===== src/rtl/bin_para_bcd.sv =====
// Sequential binary-to-BCD converter (double dabble, one bit per clock) with
// optional leading-zero blanking and a sign flag for signed inputs.
module bin_para_bcd_soma3 (
  input  logic [3:0] i_nib,
  output logic [3:0] o_nib
);
  assign o_nib = (i_nib >= 4'd5) ? i_nib + 4'd3 : i_nib;
endmodule

module bin_para_bcd #(
  parameter int LARGURA      = 16,
  parameter int DIGITOS      = 5,
  parameter bit APAGAR_ZEROS = 1'b1
) (
  input  logic                   i_Clock,
  input  logic                   i_Reset,
  input  logic [LARGURA-1:0]     i_Entrada,
  input  logic                   i_Com_Sinal,
  input  logic                   i_Iniciar,
  output logic                   o_Ocupado,
  output logic                   o_Pronto,
  output logic                   o_Negativo,
  output logic [4*DIGITOS-1:0]   o_Digitos
);
  localparam int CW = $clog2(LARGURA + 1);

  typedef enum logic [1:0] {OCIOSO, DESLOCA, FIM} estado_t;

  estado_t               r_estado, w_prox;
  logic [LARGURA-1:0]    r_bin;
  logic [4*DIGITOS-1:0]  r_bcd;
  logic [CW-1:0]         r_cont;
  logic                  r_sinal;
  logic                  r_pronto;
  logic                  r_neg;
  logic [4*DIGITOS-1:0]  r_dig;

  logic                  w_aceita;
  logic                  w_passo;
  logic                  w_fim;
  logic                  w_neg_in;
  logic [LARGURA-1:0]    w_mag;
  logic [4*DIGITOS-1:0]  w_corr;
  logic [4*DIGITOS-1:0]  w_blank;
  logic                  w_lead;

  // Add-3 correction on every scratch nibble in parallel
  for (genvar g = 0; g < DIGITOS; g++) begin : g_corr
    bin_para_bcd_soma3 u_soma3 (
      .i_nib (r_bcd[4*g +: 4]),
      .o_nib (w_corr[4*g +: 4])
    );
  end

  assign w_neg_in = i_Com_Sinal & i_Entrada[LARGURA-1];
  // -MIN wraps to 2^(LARGURA-1), which reads correctly as unsigned
  assign w_mag    = w_neg_in ? -i_Entrada : i_Entrada;

  always_comb begin
    w_prox   = r_estado;
    w_aceita = 1'b0;
    w_passo  = 1'b0;
    w_fim    = 1'b0;
    case (r_estado)
      OCIOSO: if (i_Iniciar) begin
        w_aceita = 1'b1;
        w_prox   = DESLOCA;
      end
      DESLOCA: begin
        w_passo = 1'b1;
        if (r_cont == CW'(1)) w_prox = FIM;
      end
      FIM: begin
        w_fim  = 1'b1;
        w_prox = OCIOSO;
      end
      default: w_prox = OCIOSO;
    endcase
  end

  // Only zeros with nothing but zeros above them are blanked; units stay
  always_comb begin
    w_blank = r_bcd;
    w_lead  = 1'b1;
    for (int i = DIGITOS - 1; i >= 1; i--) begin
      if (w_lead && r_bcd[4*i +: 4] == 4'h0) begin
        if (APAGAR_ZEROS) w_blank[4*i +: 4] = 4'hF;
      end else begin
        w_lead = 1'b0;
      end
    end
  end

  always_ff @(posedge i_Clock) begin
    if (!i_Reset) r_estado <= OCIOSO;
    else          r_estado <= w_prox;
  end

  always_ff @(posedge i_Clock) begin
    if (!i_Reset) begin
      r_bin    <= '0;
      r_bcd    <= '0;
      r_cont   <= '0;
      r_sinal  <= 1'b0;
      r_pronto <= 1'b0;
      r_neg    <= 1'b0;
      r_dig    <= '0;
    end else begin
      r_pronto <= w_fim;
      if (w_aceita) begin
        r_bin   <= w_mag;
        r_bcd   <= '0;
        r_cont  <= CW'(LARGURA);
        r_sinal <= w_neg_in;
      end
      if (w_passo) begin
        r_bcd  <= {w_corr[4*DIGITOS-2:0], r_bin[LARGURA-1]};
        r_bin  <= {r_bin[LARGURA-2:0], 1'b0};
        r_cont <= r_cont - CW'(1);
      end
      if (w_fim) begin
        r_dig <= w_blank;
        r_neg <= r_sinal;
      end
    end
  end

  assign o_Ocupado  = (r_estado == DESLOCA) || (r_estado == FIM);
  assign o_Pronto   = r_pronto;
  assign o_Negativo = r_neg;
  assign o_Digitos  = r_dig;
endmodule


===== config.mk =====
export PLATFORM = sky130hd
export DESIGN_NAME = bin_para_bcd
export DESIGN_NICKNAME = d
export VERILOG_FILES = /design/src/rtl/bin_para_bcd.sv
export SDC_FILE = /design/constraint.sdc
export NUM_CORES = 1
export LEC_CHECK = 0
export ABC_AREA = 1
export CAP_MARGIN = 20
export CORE_ASPECT_RATIO = 0.7
export CORE_UTILIZATION = 40
export CTS_BUF_LIST = sky130_fd_sc_hd__clkbuf_8
export CTS_CLUSTER_SIZE = 20
export DETAILED_ROUTE_END_ITERATION = 8
export PLACE_DENSITY = 0.6
export SLEW_MARGIN = 20
export SYNTH_ARGS = -nofsm -noshare
export SYNTH_HDL_FRONTEND = slang
export SYNTH_SLANG_ARGS = --single-unit

===== constraint.sdc =====
create_clock -name i_Clock -period 1.7 [get_ports i_Clock]
set_clock_uncertainty 0.15 [all_clocks]
set_input_delay 0.17 -clock i_Clock [delete_from_list [all_inputs] [get_ports i_Clock]]
set_output_delay 0.17 -clock i_Clock [all_outputs]
set_load 0.01 [all_outputs]

==> summary.md <==
| Metric | Value |
|---|---|
| Post-route minimum period | `1597 ps` |
| CTS clk-pin slew, worst paths | `70 ps` |
| Fraction of registers with async set/reset | `0%` |
| Slew headroom | `around 83%` |
| Sw Share | `33.99%` |
| DP Area | `4200 sq um` |
| Hold depth | `2` |
| Net Count, Synth | `540` |
| Slowest stage delay, CP | `between 300 and 400 ps` |
| Initial antenna violation count | `0` |
| # DRC | `0` |
| Final period util | `93.91%` |
| Synth Cell Area | `3545 sq um` |
| Row count | `28` |
| Core area | `roughly 8500 sq um` |
| Vias in the first global route | `roughly 3.0k` |
| H-tree levels | `3` |
| CP Cell Sequence | `inv_1 > ha_1 > inv_1 > o21ai_0 > inv_1 > nor2_2 > inv_2 > o211ai_1 > a21oi_1` |
| Number of flops mapped to enable cells by yosys | `0` |
| Synth Instances | `500` |
| I/O pin cnt | `43` |
| Synth top cells by count | `nand2_1, inv_1, dfxtp_1` |
| Starting density of the core | `41.64%` |
| DIE AREA | `9248 sq um` |
| GRT overflow | `0` |
| Routed vias/inst | `4.875` |
| Startpoint Class | `flop` |
| Antenna Diode Count | `0` |
| Arr. time, crit path | `1670 ps` |
| Avg Inst Size Synth | `just over 7 sq um` |
| CP Max Fanout | `4` |
| Crit Path Class | `flop to flop` |
| Worst path depth | `9` |
| CTS tree | `built` |
| Psw | `0.001533 W` |
| Share of post-route cells with drive strength above 1 | `roughly 14%` |
| Final antenna-violating net count | `0` |
| Worst skew pair latency | `350 ps` |
| Detailed Routing Iterations Pass 1 | `4` |
| VDD IR max | `about 0.56 mV` |
| MaxCap Viol Count | `0` |
| Most frequent cell after synthesis | `nand2_1` |
| Final setup viols | `0` |
| Cts hold-fix bufs | `0` |
| Synth top area share | `37.27%` |
| Worst Tran Pin Value | `252.7 ps` |
| Crit end category | `flop` |
| Area Growth Syn to Fin | `26.83%` |
| Iteration-0 DRC Markers | `roughly 210` |
| Total negative slack | `0 ps` |
| CP Buf/Inv Count | `4` |
| CTS Sinks | `66` |
| First-pass GRT wire length | `roughly 14000 microns` |
| Dpl cells | `664` |
| Design Area, Final | `4496 sq um` |
| Clock power share | `24.8%` |
| Final Non-Filler Cells | `681` |
| Register-to-Register Path Depth | `9` |
| Drt wl/cell | `12.02 microns` |
| Largest net degree at the start of global routing | `43` |
| Status | `finished clean` |
| Yosys cell types | `29` |
| Fmax | `0.6264 GHz` |
| Leak pwr | `1.881 nW` |
| Die width | `114.5 microns` |
| TritonCTS Buffers | `9` |
| Worst hold path class | `flop to flop` |
| CP dominant cell by count | `inv_1` |
| Vias | `3320` |
| Cell-internal power | `0.002978 W` |
| Detailed Place HPWL | `roughly 6000 microns` |
| Total GRT Usage | `roughly a fifth` |
| Final WL | `8187 microns` |
| Req. time, crit path | `1780 ps` |
| Cell Pwr Density | `1003 nW/um^2` |
| Dominant cells by area after synthesis | `dfxtp_1, nand2_1, inv_1` |
| Ys flop type | `dfxtp_1` |
| Slew Viols, Final | `0` |
| Gate power share | `a little over a third` |
| Synth warn | `0` |
| Yosys reg bits | `66` |
| Flop pwr share | `approximately 40%` |
| Slowest CP cell | `dfxtp_1` |
| Final Hold Fails | `0` |
| Post-synthesis sequential area ratio | `37.27%` |
| RSZ-0062 raised after global routing | `true` |
| GP Congestion | `0.8226` |
| Root buf cell | `clkbuf_8` |
| Filler cell count | `approximately 860` |
| Final #Nets | `around 600` |
| Die Y | `80.76 microns` |
| Cell family with most CP delay | `compound AO/OA/AOI/OAI gates` |
| Max clock buf depth | `2` |
| # port buffers | `42` |
| Largest area contributor in the netlist | `dfxtp_1` |
[logic make-up after synthesis]
logic type / count (synthesis) / share of synthesized area (%)
adder cells (fa/ha/maj): 20 / 7.060
AND/OR/NAND/NOR: 184 / 23.05
XOR/XNOR: 5 / 1.235
AO/OA/AOI/OAI: 127 / 19.73
buffers and inverters: 98 / 11.65
flip-flops: 66 / 37.28
[flip-flops by register name (all words and copies together), names as in the netlist]
signal	count
o_Digitos	20
r_bcd	20
r_bin	16
r_cont	5
r_estado	2
o_Negativo	1
o_Pronto	1
r_sinal	1
[power groups by stage]
stage | Clock [W] | Sequential, W | Combinational [W]
floorplan | 0 | 0.00184 | 0.000908
global placement | 0 | 0.00184 | 0.00136
detailed placement | 0 | 0.00184 | 0.00138
CTS | 0.00116 | 0.00181 | 0.00139
global route | 0.00123 | 0.00183 | 0.00177
finish | 0.00112 | 0.00181 | 0.00158
[metal layers]
layer,track usage [%],vias to the layer above,wire length [microns]
met1,27.74,1484,4499
met4,4.286,0,55
met3,6.194,7,357
li1,-,1768,-
met2,27.39,61,3274
met5,0,-,0
[timing repair]
| action | CTS | global route |
|---|---|---|
| setup endpoints to repair | 3 | 34 |
| cloned | 0 | 2 |
| pin swaps | 0 | 7 |
| hold endpoints to repair | 0 | 0 |
| resized for setup | 4 | 33 |
| buffers inserted | 0 | 2 |
[area by class of cell]
| type | instances | area [sq um] | share of cell area [%] |
|---|---|---|---|
| clock buffers | 11 | 151.4 | 3.368 |
| clock inverters | 2 | 7.507 | 0.1670 |
| inverters | 78 | 305.3 | 6.791 |
| multi-input cells | 337 | 1889 | 42.03 |
| flip-flops and latches | 66 | 1323 | 29.42 |
| well taps | 120 | 150.1 | 3.340 |
| repair buffers | 67 | 669.4 | 14.89 |
[path summary, 6_finish.rpt]
path	start	end	slack, ps
min reg2reg	r_bin[2]$_SDFFE_PN0P_	r_bin[3]$_SDFFE_PN0P_	320
max	r_bcd[4]$_SDFFE_PN0P_	r_bcd[6]$_SDFFE_PN0P_	100
min	r_bin[2]$_SDFFE_PN0P_	r_bin[3]$_SDFFE_PN0P_	320
max reg2reg	r_bcd[4]$_SDFFE_PN0P_	r_bcd[6]$_SDFFE_PN0P_	100
[cell usage in the layout, fill, tap and decap left out, drive strengths merged]
cell type / count
a21oi: 46
a22o: 1
a31oi: 23
buf: 24
clkbuf: 13
clkdlybuf4s50: 41
dfxtp: 66
ha: 20
inv: 80
nand2: 106
nand3: 40
nand4: 4
nor2: 35
o2111ai: 3
o211ai: 2
o21ai: 46
o22ai: 6
xor2: 5
[worst register-to-register path: stages (launching register included)]
cell	delay, ps
dfxtp_1	340
inv_1	80
ha_1	180
inv_1	50
o21ai_0	130
inv_1	60
nor2_2	120
inv_2	70
o211ai_1	200
a21oi_1	80
[metrics by stage]
step / hold WS (ps) / utilization [%] / setup slack [ps] / power, W
2_1_floorplan: 183.4 / - / 197.5 / 0.002749
3_3_place_gp: 302.3 / 49.34 / -39.03 / 0.003200
3_5_place_dp: 310.0 / 49.34 / -78.49 / 0.003220
4_1_cts: 319.7 / 51.28 / 22.29 / 0.004363
5_1_grt: 326.0 / 52.81 / -25.71 / 0.004834
6_report: 316.3 / 52.81 / 103.5 / 0.004511
Note: power is estimated with default switching activity, not from simulation.
